## config.mk

```make
export PLATFORM = sky130hd
export DESIGN_NAME = video_frame_arbiter
export DESIGN_NICKNAME = d
export VERILOG_FILES = /design/src/rtl/video_pkg.sv /design/src/rtl/axis_vid_mux.sv /design/src/rtl/video_frame_arbiter.sv
export SDC_FILE = /design/constraint.sdc
export NUM_CORES = 1
export LEC_CHECK = 0
export ABC_CLOCK_PERIOD_IN_PS = 7400
export CAP_MARGIN = 5
export CORE_ASPECT_RATIO = 1.5
export CORE_UTILIZATION = 51
export CTS_CLUSTER_DIAMETER = 30
export DETAILED_ROUTE_END_ITERATION = 7
export PLACE_DENSITY = 0.92
export SYNTH_ARGS = -nofsm -noshare
export SYNTH_HDL_FRONTEND = slang
export SYNTH_SLANG_ARGS = --single-unit
```

## constraint.sdc

```tcl
create_clock -name clk -period 7.4 [get_ports clk]
set_clock_uncertainty 0.15 [all_clocks]
set_input_delay 1.85 -clock clk [delete_from_list [all_inputs] [get_ports clk]]
set_output_delay 1.85 -clock clk [all_outputs]
set_load 0.005 [all_outputs]
```

## src/rtl/video_pkg.sv

```systemverilog
// Shared types and helpers for the video frame arbiter.
package video_pkg;

    // Arbiter FSM: IDLE picks an owner, HUNT drops beats until start-of-frame,
    // XFER streams the frame through until FRAME_LINES tlasts have been seen.
    typedef enum logic [1:0] {
        IDLE = 2'd0,
        HUNT = 2'd1,
        XFER = 2'd2
    } vid_state_t;

    // Bits needed to hold a line count from 0 up to and including 'lines'.
    function automatic int line_cnt_width(input int lines);
        int w;
        w = $clog2(lines + 1);
        if (w < 1) w = 1;
        return w;
    endfunction

endpackage

```

## src/rtl/axis_vid_mux.sv

```systemverilog
// 2:1 AXI-Stream video mux with ready steering. The select comes straight
// from the owner flop in the top level, so the data path is purely
// combinational and adds no latency.
module axis_vid_mux #(
    parameter int D_WIDTH = 8
) (
    input  logic               sel,
    input  logic               active,
    input  logic               hunt,
    input  logic [D_WIDTH-1:0] s0_data,
    input  logic               s0_valid,
    input  logic               s0_tlast,
    input  logic               s0_tuser,
    output logic               s0_ready,
    input  logic [D_WIDTH-1:0] s1_data,
    input  logic               s1_valid,
    input  logic               s1_tlast,
    input  logic               s1_tuser,
    output logic               s1_ready,
    output logic [D_WIDTH-1:0] down_data,
    output logic               down_valid,
    output logic               down_tlast,
    output logic               down_tuser,
    input  logic               down_ready,
    output logic               fwd_hs,
    output logic               drop_hs
);

    logic               g_valid;
    logic               g_tlast;
    logic               g_tuser;
    logic               g_ready;
    logic               fwd;
    logic [D_WIDTH-1:0] g_data;

    // Select the owner's beat; while hunting, only a tuser beat is forwarded,
    // anything else is accepted and discarded so the owner can catch up.
    always_comb begin
        g_valid    = sel ? s1_valid : s0_valid;
        g_data     = sel ? s1_data  : s0_data;
        g_tlast    = sel ? s1_tlast : s0_tlast;
        g_tuser    = sel ? s1_tuser : s0_tuser;
        fwd        = active && (!hunt || g_tuser);
        down_valid = fwd && g_valid;
        down_data  = g_data;
        down_tlast = g_tlast;
        down_tuser = g_tuser;
        g_ready    = active && (fwd ? down_ready : 1'b1);
        s0_ready   = g_ready && !sel;
        s1_ready   = g_ready && sel;
        fwd_hs     = down_valid && down_ready;
        drop_hs    = active && hunt && g_valid && !g_tuser;
    end

endmodule

```

## src/rtl/video_frame_arbiter.sv

```systemverilog
// Frame-granular arbiter between two AXI-Stream video sources feeding one
// downscaler. Ownership only changes between frames; a new owner's stream is
// resynchronised on tuser before any beat is forwarded.
module video_frame_arbiter
    import video_pkg::*;
#(
    parameter int D_WIDTH     = 8,
    parameter int FRAME_LINES = 1080
) (
    input  logic               clk,
    input  logic               rst_n,
    input  logic [D_WIDTH-1:0] s0_data,
    input  logic               s0_valid,
    input  logic               s0_tlast,
    input  logic               s0_tuser,
    output logic               s0_ready,
    input  logic [D_WIDTH-1:0] s1_data,
    input  logic               s1_valid,
    input  logic               s1_tlast,
    input  logic               s1_tuser,
    output logic               s1_ready,
    output logic [D_WIDTH-1:0] down_data,
    output logic               down_valid,
    output logic               down_tlast,
    output logic               down_tuser,
    input  logic               down_ready,
    output logic               grant_valid,
    output logic               grant_id,
    output logic               frame_done,
    output logic               sof_err,
    output logic [15:0]        drop_cnt
);

    localparam int            LW        = line_cnt_width(FRAME_LINES);
    localparam logic [LW-1:0] LINES_END = LW'(FRAME_LINES);

    vid_state_t    state_q, state_d;
    logic          rr_q, rr_d;
    logic          gid_q, gid_d;
    logic [LW-1:0] line_q, line_d, line_next;
    logic [15:0]   drop_q, drop_d;
    logic          done_q, done_d;
    logic          sof_q, sof_d;
    logic          fwd_hs;
    logic          drop_hs;

    assign grant_valid = (state_q != IDLE);
    assign grant_id    = gid_q;
    assign frame_done  = done_q;
    assign sof_err     = sof_q;
    assign drop_cnt    = drop_q;

    axis_vid_mux #(.D_WIDTH(D_WIDTH)) u_mux (
        .sel        (gid_q),
        .active     (grant_valid),
        .hunt       (state_q == HUNT),
        .s0_data    (s0_data),
        .s0_valid   (s0_valid),
        .s0_tlast   (s0_tlast),
        .s0_tuser   (s0_tuser),
        .s0_ready   (s0_ready),
        .s1_data    (s1_data),
        .s1_valid   (s1_valid),
        .s1_tlast   (s1_tlast),
        .s1_tuser   (s1_tuser),
        .s1_ready   (s1_ready),
        .down_data  (down_data),
        .down_valid (down_valid),
        .down_tlast (down_tlast),
        .down_tuser (down_tuser),
        .down_ready (down_ready),
        .fwd_hs     (fwd_hs),
        .drop_hs    (drop_hs)
    );

    // Next-state: arbitration in IDLE, drop counting in HUNT, line tracking
    // on every forwarded beat. A forwarded tuser always restarts the line
    // count, which also covers the HUNT->XFER entry.
    always_comb begin
        state_d   = state_q;
        rr_d      = rr_q;
        gid_d     = gid_q;
        line_d    = line_q;
        drop_d    = drop_q;
        done_d    = 1'b0;
        sof_d     = 1'b0;
        line_next = (down_tuser ? '0 : line_q) + LW'(down_tlast);
        case (state_q)
            IDLE: begin
                if (s0_valid || s1_valid) begin
                    gid_d   = (s0_valid && s1_valid) ? rr_q : s1_valid;
                    line_d  = '0;
                    state_d = HUNT;
                end
            end
            HUNT, XFER: begin
                if (drop_hs && drop_q != 16'hFFFF)
                    drop_d = drop_q + 16'd1;
                if (fwd_hs) begin
                    if (state_q == XFER && down_tuser)
                        sof_d = 1'b1;
                    if (down_tlast && line_next == LINES_END) begin
                        state_d = IDLE;
                        done_d  = 1'b1;
                        rr_d    = ~gid_q;
                        line_d  = '0;
                    end else begin
                        state_d = XFER;
                        line_d  = line_next;
                    end
                end
            end
            default: state_d = IDLE;
        endcase
    end

    // State, owner, round-robin pointer, counters and one-cycle pulses.
    always_ff @(posedge clk or negedge rst_n) begin
        if (!rst_n) begin
            state_q <= IDLE;
            rr_q    <= 1'b0;
            gid_q   <= 1'b0;
            line_q  <= '0;
            drop_q  <= '0;
            done_q  <= 1'b0;
            sof_q   <= 1'b0;
        end else begin
            state_q <= state_d;
            rr_q    <= rr_d;
            gid_q   <= gid_d;
            line_q  <= line_d;
            drop_q  <= drop_d;
            done_q  <= done_d;
            sof_q   <= sof_d;
        end
    end

endmodule

```

==> report_table.html <==
<table>
<tr><th>Metric</th><th>Value</th></tr>
<tr><th colspan="2">Route</th></tr>
<tr><td>Post-DR wirelength/cell</td><td>15.5 um</td></tr>
<tr><td>Routed via count</td><td>1,931</td></tr>
<tr><td>Iter 0 DRT Violations</td><td>90</td></tr>
<tr><td>Remaining antenna violation count</td><td>0</td></tr>
<tr><td>DR DRC count</td><td>0</td></tr>
<tr><td>Total iterations of the first detailed-routing run</td><td>4</td></tr>
<tr><td>Final routed wirelength across all metal layers</td><td>4950 um</td></tr>
<tr><td>Vias per cell</td><td>6.05</td></tr>
<tr><th colspan="2">Timing</th></tr>
<tr><td>Highest clock frequency the design can meet</td><td>184 MHz</td></tr>
<tr><td>Unrepaired setup endpoints after global routing</td><td>no</td></tr>
<tr><td>Max-Slew Margin vs Limit</td><td>54.5%</td></tr>
<tr><td>Final critical path time including I/O delays and setup</td><td>5.43 ns</td></tr>
<tr><td>Accumulated negative setup slack</td><td>0 ns</td></tr>
<tr><td>Final critical-path share of the clock period</td><td>73.4%</td></tr>
<tr><td>Final Max Slew Viols</td><td>0</td></tr>
<tr><td>Least-Margin Pin Slew</td><td>0.676 ns</td></tr>
<tr><td>Number of hold-slack violations in the final timing report</td><td>0</td></tr>
<tr><td>Smallest setup slack after layout</td><td>1.97 ns</td></tr>
<tr><td>Count of endpoints failing setup in the final report</td><td>0</td></tr>
<tr><th colspan="2">Layout</th></tr>
<tr><td>Total inserted antenna cells</td><td>0</td></tr>
<tr><td>Most common library cell in the layout ignoring fill and taps</td><td>sky130_fd_sc_hd__clkdlybuf4s50_1</td></tr>
<tr><td>Commonest cells after routing, fill and taps aside</td><td>sky130_fd_sc_hd__clkdlybuf4s50_1 (57), sky130_fd_sc_hd__dfrtp_1 (33), sky130_fd_sc_hd__nand2_1 (28)</td></tr>
<tr><td>Final design instance area without fill</td><td>0.00272 sq mm</td></tr>
<tr><td>Proportion of layout cells with a drive suffix above 1</td><td>9.06%</td></tr>
<tr><td>Number of nets at the end of the flow</td><td>307</td></tr>
<tr><td>Area delta synth-&gt;final</td><td>35.9%</td></tr>
<tr><th colspan="2">Synthesis</th></tr>
<tr><td>Count of cell types in the netlist</td><td>43</td></tr>
<tr><td>Number of enable-type register cells in the synthesized netlist</td><td>0</td></tr>
<tr><td>Parity-gate share of the synthesized area counting xor and xnor cells</td><td>6.57%</td></tr>
<tr><td>Synthesized-area fraction occupied by adder cells</td><td>4.38%</td></tr>
<tr><td>Portion of the post-synthesis area used by sequential elements</td><td>41.3%</td></tr>
<tr><td>Main combinational cell family by area after synthesis</td><td>simple AND/OR/NAND/NOR gates</td></tr>
<tr><td>Post-Syn Area per Cell</td><td>9.21 sq um</td></tr>
<tr><td>Compound-gate portion of the synthesized area</td><td>12.8%</td></tr>
<tr><td>Multiplexer area fraction after synthesis</td><td>7.26%</td></tr>
<tr><td>Post-Synth Simple-Gate Area</td><td>24.2%</td></tr>
<tr><td>Number of warnings printed during yosys synthesis</td><td>0</td></tr>
<tr><td>Total nets after synthesis</td><td>249</td></tr>
<tr><td>Post-synthesis register bit count</td><td>33</td></tr>
<tr><td>Prevailing post-synth register cell</td><td>sky130_fd_sc_hd__dfrtp_1</td></tr>
<tr><td>Share of flip-flops with an asynchronous set or reset</td><td>100%</td></tr>
<tr><td>Post-synthesis instance area</td><td>0.00200 sq mm</td></tr>
<tr><td>Post-Syn Instances</td><td>217</td></tr>
<tr><th colspan="2">Placed design</th></tr>
<tr><td>Placer Congestion</td><td>0.933</td></tr>
<tr><td>Post-placement worst setup slack</td><td>1.99 ns</td></tr>
<tr><td>Port buffer count</td><td>57</td></tr>
<tr><td>Sum of net half-perimeters after detailed placement</td><td>3720 um</td></tr>
<tr><td>Standard cell area after detailed placement</td><td>0.00260 sq mm</td></tr>
<tr><th colspan="2">Clock network</th></tr>
<tr><td>Hold_buf cts</td><td>0</td></tr>
<tr><td>Buffer depth of the longest clock path</td><td>2</td></tr>
<tr><td>H-Tree Level Count</td><td>2</td></tr>
<tr><td>Clock buffer count from CTS</td><td>5</td></tr>
<tr><td>Clk sink count</td><td>33</td></tr>
<tr><td>Clock Tree Root</td><td>sky130_fd_sc_hd__clkbuf_8</td></tr>
<tr><td>Post-CTS Repair Setup Buffers</td><td>0</td></tr>
<tr><td>Clock-pin slew reported for the worst setup and hold paths after clock tree synthesis</td><td>0.07 ns</td></tr>
<tr><td>Number of instances resized during post-cts repair</td><td>0</td></tr>
<tr><td>TritonCTS clock tree</td><td>yes</td></tr>
<tr><td>Clock latency of the later-clocked register in the worst-skew pair</td><td>0.30 ns</td></tr>
<tr><th colspan="2">GRT</th></tr>
<tr><td>GR Overflow Total</td><td>0</td></tr>
<tr><td>Initial antenna violation count</td><td>0</td></tr>
<tr><td>Vias in the first global route</td><td>1,876</td></tr>
<tr><td>Wire length of the first global-routing pass</td><td>8210 um</td></tr>
<tr><td>Maximum number of pins on one net before global-route repair</td><td>34</td></tr>
<tr><td>Overall global routing resource usage</td><td>26.8%</td></tr>
<tr><th colspan="2">Worst setup path</th></tr>
<tr><td>Top fanout value on the critical path</td><td>9</td></tr>
<tr><td>Worst EP arrival</td><td>3.43 ns</td></tr>
<tr><td>Critical path type</td><td>input pin to output pin</td></tr>
<tr><td>Worst Setup Start Kind</td><td>input pin</td></tr>
<tr><td>Kind of end point of the critical path</td><td>output pin</td></tr>
<tr><td>Worst path required time</td><td>5.40 ns</td></tr>
<tr><th colspan="2">Floorplanning</th></tr>
<tr><td>Total Die Area</td><td>0.00418 sq mm</td></tr>
<tr><td>Die width</td><td>53.1 um</td></tr>
<tr><td>Number of I/O pins</td><td>58</td></tr>
<tr><td>Number of placement rows</td><td>27</td></tr>
<tr><td>Effective utilization at floorplan</td><td>53.8%</td></tr>
<tr><td>Die height</td><td>78.7 um</td></tr>
<tr><td>Core region area</td><td>0.00372 sq mm</td></tr>
<tr><th colspan="2">Power and ir drop</th></tr>
<tr><td>Leak</td><td>1.08 nW</td></tr>
<tr><td>Sequential group share of total power</td><td>32.0%</td></tr>
<tr><td>Clk pwr share</td><td>23.7%</td></tr>
<tr><td>Net switching power</td><td>0.278 mW</td></tr>
<tr><td>Switching share of total power</td><td>36.8%</td></tr>
<tr><td>Comb power frac</td><td>44.3%</td></tr>
<tr><td>Internal Dissipation</td><td>0.477 mW</td></tr>
<tr><td>Areal power density over the cells</td><td>278 mW/mm^2</td></tr>
<tr><td>Largest voltage drop on the vdd net</td><td>0.000294 V</td></tr>
<tr><th colspan="2">Outcome</th></tr>
<tr><td>Outcome</td><td>finished clean</td></tr>
<tr><th colspan="2">Hold path</th></tr>
<tr><td>Worst min-delay path class</td><td>flip-flop to flip-flop</td></tr>
<tr><th colspan="2">Run</th></tr>
<tr><td>MaxCap Viol Count</td><td>0</td></tr>
</table>
-- power groups by stage --
| stage | combinational, mW | clock (mW) | sequential, mW |
|---|---|---|---|
| finish | 0.334 | 0.179 | 0.242 |
| global route | 0.369 | 0.188 | 0.248 |
| CTS | 0.333 | 0.181 | 0.242 |
| detailed placement | 0.330 | 0 | 0.245 |
| global placement | 0.325 | 0 | 0.245 |
| floorplan | 0.214 | 0 | 0.226 |
-- layout make-up --
cell class	instances	area [sq um]
clock inverter	2	37.5
tap	43	53.8
timing repair buffer	58	578
fill	267	1000
inverter	9	33.8
multi-input combinational	168	1100
clock buffer	6	82.6
sequential	33	826
-- cell usage after synthesis (2+ instances only) --
master	count	area, sq um
sky130_fd_sc_hd__dfrtp_1	33	826
sky130_fd_sc_hd__nand2_1	28	105
sky130_fd_sc_hd__nor2_1	15	56.3
sky130_fd_sc_hd__nand3_1	14	70.1
sky130_fd_sc_hd__o21ai_0	12	60.1
sky130_fd_sc_hd__xnor2_1	12	105
sky130_fd_sc_hd__nand4_1	11	68.8
sky130_fd_sc_hd__mux2_2	10	113
sky130_fd_sc_hd__inv_1	8	30.0
sky130_fd_sc_hd__ha_1	7	87.6
sky130_fd_sc_hd__a21oi_1	6	30.0
sky130_fd_sc_hd__a31oi_1	6	37.5
sky130_fd_sc_hd__clkbuf_1	6	22.5
sky130_fd_sc_hd__o31ai_1	5	37.5
sky130_fd_sc_hd__and2_1	4	25.0
sky130_fd_sc_hd__nor3b_1	3	22.5
sky130_fd_sc_hd__nor4_1	3	18.8
sky130_fd_sc_hd__xor2_1	3	26.3
sky130_fd_sc_hd__and3_1	2	12.5
sky130_fd_sc_hd__and4_1	2	17.5
sky130_fd_sc_hd__nand2b_1	2	12.5
sky130_fd_sc_hd__o22ai_1	2	12.5
sky130_fd_sc_hd__or2_2	2	12.5
sky130_fd_sc_hd__or4_1	2	15.0
-- flip-flops by register name, indices dropped and copies added, names as in the netlist --
signal	count
sof_err	1
state_q	2
rr_q	1
line_q	11
frame_done	1
drop_cnt	16
grant_id	1
-- stage by stage --
step / total power, mW / hold slack, ns / utilization [%] / instances
after floorplan: 0.440 / 0.292 / - / 217
after global placement: 0.570 / 0.328 / 69.9 / 311
after detailed placement: 0.575 / 0.331 / 69.9 / 311
after CTS: 0.756 / 0.343 / 73.1 / 319
after global routing: 0.805 / 0.363 / 73.1 / 319
final: 0.755 / 0.340 / 73.1 / 319
-- cell families (layout without fill, tap and decap cells) --
logic type / count (synthesis) / in the layout
fa+ha+maj: 7 / 7
buf+inv: 16 / 75
flops: 33 / 33
compound gates: 40 / 40
mux: 12 / 12
xor+xnor: 15 / 15
simple gates: 94 / 94
-- worst max-delay path, stage by stage --
cell and delay [ns]:
sky130_fd_sc_hd__clkdlybuf4s50_1 0.51, sky130_fd_sc_hd__mux2i_4 0.13, sky130_fd_sc_hd__a211oi_1 0.37, sky130_fd_sc_hd__clkdlybuf4s50_1 0.57
-- layer usage --
layer | part of all wire, % | track usage (%) | vias to the layer above | routed length [um]
met5 | 0 | 0 | - | 0
met4 | 3.4 | 12.9 | 0 | 170
met3 | 6.7 | 6.78 | 24 | 331
met2 | 53 | 47.0 | 97 | 2620
met1 | 37 | 28.7 | 908 | 1830
li1 | - | - | 902 | -
-- worst paths after layout --
| check | startpoint | end | slack, ns | cells past startpoint |
|---|---|---|---|---|
| max | s1_tuser | down_valid | 1.97 | 4 |
| min | drop_cnt[10]$_DFFE_PN0P_ | drop_cnt[10]$_DFFE_PN0P_ | 0.34 | 1 |
| max reg2reg | grant_id$_DFFE_PN0P_ | rr_q$_DFFE_PN0P_ | 3.65 | 10 |
| min reg2reg | drop_cnt[10]$_DFFE_PN0P_ | drop_cnt[10]$_DFFE_PN0P_ | 0.34 | 1 |
| max in group asynchronous | rst_n | line_q[4]$_DFFE_PN0P_ | 5.00 | 2 |
| min in group asynchronous | rst_n | drop_cnt[5]$_DFFE_PN0P_ | 1.80 | 2 |
Power figures use the tool's default switching activity.
